==> src/rtl/uart_frame_scheduler_if.sv <==
// Byte-stream handshake between the frame scheduler and the UART transmitter.
// The scheduler is the master: it offers tx_data/tx_valid and the transmitter
// answers with tx_ready.
interface uart_frame_scheduler_if;
    logic [7:0] tx_data;
    logic       tx_valid;
    logic       tx_ready;

    modport master (
        output tx_data,
        output tx_valid,
        input  tx_ready
    );

    modport slave (
        input  tx_data,
        input  tx_valid,
        output tx_ready
    );
endinterface

==> src/rtl/uart_frame_scheduler.sv <==
// Outbound UART frame scheduler for the game link.
// Every TICK_DIV enabled frame ticks it snapshots the game state and streams a
// 10-byte frame (header, 8 payload bytes, XOR checksum) over a valid/ready
// byte interface. One further send request can queue up behind a running frame.
module uart_frame_scheduler #(
    parameter logic [7:0]  HEADER   = 8'hA5,
    parameter int unsigned TICK_DIV = 1
) (
    input  logic                   clk,
    input  logic                   rst_n,
    input  logic                   enable,
    input  logic                   frame_tick,
    input  logic [11:0]            pl1_posx,
    input  logic [11:0]            pl1_posy,
    input  logic [11:0]            ball_xpos,
    input  logic [11:0]            ball_ypos,
    input  logic [3:0]             score_pl1,
    input  logic [3:0]             score_pl2,
    input  logic                   endgame,
    input  logic                   whistle_play,
    input  logic                   last_touch,
    uart_frame_scheduler_if.master tx,
    output logic                   busy,
    output logic [7:0]             frames_sent
);

    localparam logic [0:0] ST_IDLE = 1'b0;
    localparam logic [0:0] ST_SEND = 1'b1;

    localparam logic [7:0] TICK_LAST = 8'(TICK_DIV - 1);
    localparam logic [3:0] LAST_IDX  = 4'd9;

    logic [0:0]  state;
    logic [3:0]  byte_idx;
    logic [7:0]  tick_cnt;
    logic        pending;
    logic        whistle_latch;

    logic [11:0] snap_pl1_posx;
    logic [11:0] snap_pl1_posy;
    logic [11:0] snap_ball_xpos;
    logic [11:0] snap_ball_ypos;
    logic [3:0]  snap_score_pl1;
    logic [3:0]  snap_score_pl2;
    logic        snap_endgame;
    logic        snap_whistle;
    logic        snap_last_touch;

    logic        send_event;
    logic        handshake;
    logic        last_byte;
    logic        chain_frame;
    logic        take_snapshot;
    logic [7:0]  frame_byte;
    logic [7:0]  b1, b2, b3, b4, b5, b6, b7, b8, checksum;

    assign send_event    = enable && frame_tick && (tick_cnt == TICK_LAST);
    assign handshake     = (state == ST_SEND) && tx.tx_ready;
    assign last_byte     = (byte_idx == LAST_IDX);
    assign chain_frame   = handshake && last_byte && (pending || send_event);
    assign take_snapshot = ((state == ST_IDLE) && send_event) || chain_frame;

    assign tx.tx_valid = (state == ST_SEND);
    assign tx.tx_data  = (state == ST_SEND) ? frame_byte : 8'h00;
    assign busy        = (state == ST_SEND);

    // Count enabled ticks and wrap after TICK_DIV of them; frozen while disabled.
    always_ff @(posedge clk or negedge rst_n) begin
        if (!rst_n) begin
            tick_cnt <= '0;
        end else if (enable && frame_tick) begin
            tick_cnt <= (tick_cnt == TICK_LAST) ? 8'd0 : tick_cnt + 8'd1;
        end
    end

    // Hold a whistle request until a snapshot consumes it; a coincident pulse carries over.
    always_ff @(posedge clk or negedge rst_n) begin
        if (!rst_n) begin
            whistle_latch <= 1'b0;
        end else if (take_snapshot) begin
            whistle_latch <= whistle_play;
        end else if (whistle_play) begin
            whistle_latch <= 1'b1;
        end
    end

    // Freeze the game state at frame start so the whole frame and its checksum agree.
    always_ff @(posedge clk or negedge rst_n) begin
        if (!rst_n) begin
            snap_pl1_posx   <= '0;
            snap_pl1_posy   <= '0;
            snap_ball_xpos  <= '0;
            snap_ball_ypos  <= '0;
            snap_score_pl1  <= '0;
            snap_score_pl2  <= '0;
            snap_endgame    <= 1'b0;
            snap_whistle    <= 1'b0;
            snap_last_touch <= 1'b0;
        end else if (take_snapshot) begin
            snap_pl1_posx   <= pl1_posx;
            snap_pl1_posy   <= pl1_posy;
            snap_ball_xpos  <= ball_xpos;
            snap_ball_ypos  <= ball_ypos;
            snap_score_pl1  <= score_pl1;
            snap_score_pl2  <= score_pl2;
            snap_endgame    <= endgame;
            snap_whistle    <= whistle_latch;
            snap_last_touch <= last_touch;
        end
    end

    // Frame sequencer: byte index, one-deep pending request and completed-frame count.
    always_ff @(posedge clk or negedge rst_n) begin
        if (!rst_n) begin
            state       <= ST_IDLE;
            byte_idx    <= '0;
            pending     <= 1'b0;
            frames_sent <= '0;
        end else begin
            case (state)
                ST_IDLE: begin
                    pending <= 1'b0;
                    if (send_event) begin
                        state    <= ST_SEND;
                        byte_idx <= '0;
                    end
                end
                default: begin
                    if (handshake && last_byte) begin
                        frames_sent <= frames_sent + 8'd1;
                        byte_idx    <= '0;
                        pending     <= 1'b0;
                        if (!chain_frame) begin
                            state <= ST_IDLE;
                        end
                    end else begin
                        if (handshake) begin
                            byte_idx <= byte_idx + 4'd1;
                        end
                        if (send_event) begin
                            pending <= 1'b1;
                        end
                    end
                end
            endcase
        end
    end

    // Assemble the payload bytes and checksum from the snapshot.
    always_comb begin
        b1       = snap_pl1_posx[11:4];
        b2       = {snap_pl1_posx[3:0], snap_pl1_posy[11:8]};
        b3       = snap_pl1_posy[7:0];
        b4       = snap_ball_xpos[11:4];
        b5       = {snap_ball_xpos[3:0], snap_ball_ypos[11:8]};
        b6       = snap_ball_ypos[7:0];
        b7       = {snap_score_pl1, snap_score_pl2};
        b8       = {5'b00000, snap_endgame, snap_whistle, snap_last_touch};
        checksum = b1 ^ b2 ^ b3 ^ b4 ^ b5 ^ b6 ^ b7 ^ b8;
    end

    // Select the byte currently offered to the transmitter.
    always_comb begin
        frame_byte = 8'h00;
        case (byte_idx)
            4'd0:    frame_byte = HEADER;
            4'd1:    frame_byte = b1;
            4'd2:    frame_byte = b2;
            4'd3:    frame_byte = b3;
            4'd4:    frame_byte = b4;
            4'd5:    frame_byte = b5;
            4'd6:    frame_byte = b6;
            4'd7:    frame_byte = b7;
            4'd8:    frame_byte = b8;
            4'd9:    frame_byte = checksum;
            default: frame_byte = 8'h00;
        endcase
    end

endmodule

==> src/flat_wrapper.sv <==
// flat-port wrapper written by rule: the top's interface ports become plain ports
module uart_frame_scheduler_flat 
#(
    parameter logic [7:0]  HEADER   = 8'hA5,
    parameter int unsigned TICK_DIV = 1
)
  (clk, rst_n, enable, frame_tick, pl1_posx, pl1_posy, ball_xpos, ball_ypos, score_pl1, score_pl2, endgame, whistle_play, last_touch, busy, frames_sent, tx_tx_data, tx_tx_valid, tx_tx_ready);
  uart_frame_scheduler_if tx_i ();
  input  logic clk;
  input  logic rst_n;
  input  logic enable;
  input  logic frame_tick;
  input  logic [11:0] pl1_posx;
  input  logic [11:0] pl1_posy;
  input  logic [11:0] ball_xpos;
  input  logic [11:0] ball_ypos;
  input  logic [3:0] score_pl1;
  input  logic [3:0] score_pl2;
  input  logic endgame;
  input  logic whistle_play;
  input  logic last_touch;
  output logic busy;
  output logic [7:0] frames_sent;
  output wire logic [$bits(tx_i.tx_data)-1:0] tx_tx_data;
  output wire logic [$bits(tx_i.tx_valid)-1:0] tx_tx_valid;
  input wire logic [$bits(tx_i.tx_ready)-1:0] tx_tx_ready;
  assign tx_tx_data = tx_i.tx_data;
  assign tx_tx_valid = tx_i.tx_valid;
  assign tx_i.tx_ready = tx_tx_ready;
  uart_frame_scheduler #(.HEADER(HEADER), .TICK_DIV(TICK_DIV)) u_core (.clk(clk), .rst_n(rst_n), .enable(enable), .frame_tick(frame_tick), .pl1_posx(pl1_posx), .pl1_posy(pl1_posy), .ball_xpos(ball_xpos), .ball_ypos(ball_ypos), .score_pl1(score_pl1), .score_pl2(score_pl2), .endgame(endgame), .whistle_play(whistle_play), .last_touch(last_touch), .tx(tx_i), .busy(busy), .frames_sent(frames_sent));
endmodule
==> config.mk <==
export PLATFORM = sky130hd
export DESIGN_NAME = uart_frame_scheduler_flat
export DESIGN_NICKNAME = d
export VERILOG_FILES = /design/src/rtl/uart_frame_scheduler_if.sv /design/src/rtl/uart_frame_scheduler.sv /design/src/flat_wrapper.sv
export SDC_FILE = /design/constraint.sdc
export NUM_CORES = 1
export LEC_CHECK = 0
export ABC_AREA = 1
export BUFFER_PORTS_ARGS = -buffer_cell sky130_fd_sc_hd__clkbuf_2
export CORE_UTILIZATION = 35
export DETAILED_ROUTE_END_ITERATION = 6
export GPL_TIMING_DRIVEN = 0
export PLACE_DENSITY = 0.54
export SETUP_SLACK_MARGIN = 0.3
export SLEW_MARGIN = 10
export SYNTH_ARGS = -nofsm -noshare
export SYNTH_HDL_FRONTEND = slang
export SYNTH_SLANG_ARGS = --single-unit
export TNS_END_PERCENT = 5
==> constraint.sdc <==
create_clock -name clk -period 1.6 [get_ports clk]
set_input_delay 0 -clock clk [delete_from_list [all_inputs] [get_ports clk]]
set_output_delay 0 -clock clk [all_outputs]
set_load 0.02 [all_outputs]
==> flow_summary_export.csv <==
group,metric,value,unit
logic_synthesis,ys_seq_area_share,40.9,%
routing,vias,5333,
clock_tree,numCtsBuffers,9,
timing,tightest_slew,0.496,ns
critical_path,cp_slowest_cell,"dfrtp_2",
outcome,violations,"setup timing",
critical_path,critPathBufInv,4,
place,gp_congestion,0.863,
logic_synthesis,synthArstFlopShare,100,%
logic_synthesis,ys_types,30,
timing,fin_ws,-0.401,ns
timing,slew_violations,0,
routing,drc_errors,0,
timing,post-route-period-util,125,%
logic_synthesis,synth.largest_area_cell,"dfrtp_1",
logic_synthesis,synth.cell_area,5020,um^2
critical_path,slowest_delay,0.47,ns
critical_path,endpoint_kind,"output pin",
routing,wl_per_cell,14.9,um
timing,fmax,500,MHz
power_and_ir_drop,ir_drop,0.677,mV
critical_path,rrSetupSlack,-0.34,ns
timing,relSlewSlack,67.0,%
floorplan,die_y,122,um
power_and_ir_drop,power.switching,2.44,mW
timing,worst_hold_slack,0.0320,ns
min_path,min_path_type,"in -> reg",
timing,rsz0062_at_grt,"true",
grt,grt_pass1_wl,25100,um
floorplan,core,13900,um^2
power_and_ir_drop,sw_frac_of_total,36.3,%
power_and_ir_drop,p_clk_share,29.0,%
power_and_ir_drop,internal-power,4.28,mW
floorplan,io_pins,82,
grt,grt_max_degree,52,
logic_synthesis,syn_area_per_cell,6.82,um^2
cells_and_area,antenna_cells,0,
clock_tree,cts-root-buf,"clkbuf_16",
timing,hold_viol,0,
clock_tree,clock-sinks,82,
logic_synthesis,synth_top_area_share,40.9,%
place,portBuffers,81,
timing,fin_skew,0.00861,ns
routing,firstDrtPassIters,5,
routing,routed_wl,16200,um
logic_synthesis,ys_warn_count,0,
routing,drtAntennaViolNets,0,
floorplan,start_util,36.0,%
cells_and_area,syn2layout_area_growth,44.0,%
routing,vias_per_cell,4.88,
floorplan,dieArea,14800,um^2
run,cap_violations,0,
power_and_ir_drop,power_density,930,nW/um^2
critical_path,required,1.60,ns
routing,drtIter0Drc,391,
floorplan,rows,43,
outcome,outcome,"finished, violations left",
critical_path,critPathTopFamily,"buffers and inverters",
cells_and_area,nNetsFinal,978,
power_and_ir_drop,p_seq_share,36.0,%
grt,grt.total_usage,22.7,%
logic_synthesis,synth_edf_count,0,
grt,antenna_found_initial,0,
clock_tree,clk_latency,0.35,ns
power_and_ir_drop,leakagePower,3.66,nW
logic_synthesis,synth_seq_cells,82,
cells_and_area,drive_above_1_share,21.9,%
timing,fin_crit,2.00,ns
critical_path,crit_chain,"inv_4 -> ha_4 -> inv_4 -> nor3_4 -> buf_6 -> nand3_1 -> a21oi_2 -> buf_4",
critical_path,critPathMaxFanout,5,
clock_tree,path_clk_slew,0.06,ns
critical_path,cpMostUsedCell,"inv_4",
timing,finalSetupViolCount,81,
logic_synthesis,ys.flop_type,"dfrtp_1",
clock_tree,cts_tree,"built",
logic_synthesis,synthTopCellsByArea,"dfrtp_1 41%, nand2_1 25%, nand3_1 11%, inv_1 6.7%, xor2_1 1.9%",
critical_path,cp.arrival,2.00,ns
logic_synthesis,synth_cells,736,
logic_synthesis,yosys.cell_count.top_type,"nand2_1",
power_and_ir_drop,share_comb_of_total_power,35.0,%
logic_synthesis,synthesis.nets,807,
grt,gr-total-overflow,0,
floorplan,dieWidth,122,um
place,hpwlAfterDp,11000,um
critical_path,crit_type,"reg -> out",
clock_tree,h-tree-depth,3,
clock_tree,clk_path_buf_depth,2,
critical_path,cp-start-kind,"flop",
cells_and_area,fin_util,51.8,%
logic_synthesis,synthTopCellsByCount,"334 x nand2_1, 108 x nand3_1, 90 x inv_1, 82 x dfrtp_1, 17 x nor2_1",
grt,grt_pass1_vias,5104,
==> metal layers <==
layer | routed length (um) | global-route usage [%] | part of all wire (%) | up-vias
met3 | 821 | 3.37 | 5.1 | 27
met2 | 7940 | 38.7 | 49 | 156
met5 | 0 | 0 | 0 | -
met1 | 7070 | 28.5 | 44 | 2494
li1 | - | - | - | 2656
met4 | 407 | 9.57 | 2.5 | 0
==> tightest hold or removal path, delay by kind of cell <==
| kind | cells | cell delay [ns] |
|---|---|---|
| AO/OA/AOI/OAI | 1 | 0.06 |
| buffers and inverters | 1 | 0.08 |
| AND/OR/NAND/NOR | 2 | 0.19 |
==> kinds of logic after synthesis <==
kind of cell | after synthesis | share of synthesized area [%]
AOI/OAI and AO/OA | 37 | 4.56
xor gates and xnor gates | 15 | 2.62
adders and majority gates | 7 | 1.75
buffers and inverters | 112 | 9.28
DFF | 82 | 40.9
and+or+nand+nor | 483 | 40.9
==> final cells by class <==
cell class	count	area (um^2)
plain buffers	21	229
clock buffers	14	254
clock inverters	2	12.5
fillers	1334	6710
inverters	91	359
multi-input cells	542	2820
flip-flops and latches	82	2060
well taps	180	225
repair buffers	160	1260
==> cells in the final DEF, fill, tap and decap left out, drive strengths merged <==
master       synthesis  layout
and3                 1       1
nand3b               4       4
a21oi               10      10
nand4                3       3
nand3              108     108
xnor2                4       4
nor2                18      18
nor4                 3       3
inv                 91      91
xor2                11      11
dlygate4sd3          0      60
nor3                 7       7
o21ai               10      10
dfrtp               82      82
o221ai               4       4
clkinv               0       1
clkinvlp             0       1
clkbuf               1      91
o22ai                7       7
nand2              339     339
buf                 20      44
o211ai               2       2
ha                   7       7
o2111ai              4       4
==> registers in the layout, indices dropped and copies added (netlist names) <==
name / count
u_core.snap_ball_xpos: 12
u_core.snap_ball_ypos: 12
u_core.snap_pl1_posx: 12
u_core.snap_pl1_posy: 12
u_core.frames_sent: 8
u_core.tick_cnt: 8
u_core.byte_idx: 4
u_core.snap_score_pl1: 4
u_core.snap_score_pl2: 4
u_core.busy: 1
u_core.pending: 1
u_core.snap_endgame: 1
u_core.snap_last_touch: 1
u_core.snap_whistle: 1
u_core.whistle_latch: 1
==> repair_timing <==
| action | 4_1_cts | 5_1_grt |
|---|---|---|
| endpoints found under the hold margin | 90 | 0 |
| hold buffers | 60 | 0 |
| setup buffers | 6 | 11 |
| cloned | 0 | 1 |
| gates resized for setup | 40 | 89 |
| pin swaps | 7 | 30 |
| endpoints found under the setup margin | 85 | 88 |
==> power groups by stage <==
stage | sequential [mW] | clock [mW] | combinational (mW)
finish | 2.42 | 1.95 | 2.35
global route | 2.44 | 2.07 | 2.54
CTS | 2.38 | 2.00 | 1.91
detailed placement | 2.41 | 0 | 1.51
global placement | 2.41 | 0 | 1.48
floorplan | 2.42 | 0 | 0.880
==> path summary, 6_finish.rpt <==
check	start	to	cells past startpoint
min	frame_tick	u_core.tick_cnt[0]	4
min in group asynchronous	rst_n	u_core.snap_ball_xpos[8]	2
max	u_core.byte_idx[1]	tx_tx_data[0]	8
min reg2reg	u_core.frames_sent[7]	u_core.frames_sent[7]	1
max in group asynchronous	rst_n	u_core.snap_score_pl1[3]	3
max reg2reg	u_core.byte_idx[1]	u_core.snap_ball_ypos[6]	10
==> metrics by stage <==
step                power, mW  setup TNS, ns  instances  cell area [um^2]  worst slack, ns
floorplan                3.30          -3.42        736              5080          -0.0546
global placement         3.89         -78.18        997              5720           -0.617
CTS                      6.29         -20.72       1080              6800           -0.392
global route             7.05         -32.56       1092              7220           -0.480
finish                   6.72         -23.51       1092              7220           -0.401
detailed placement       3.92         -45.35        998              5750           -0.659
No activity file was read; power rests on OpenSTA's default activity.
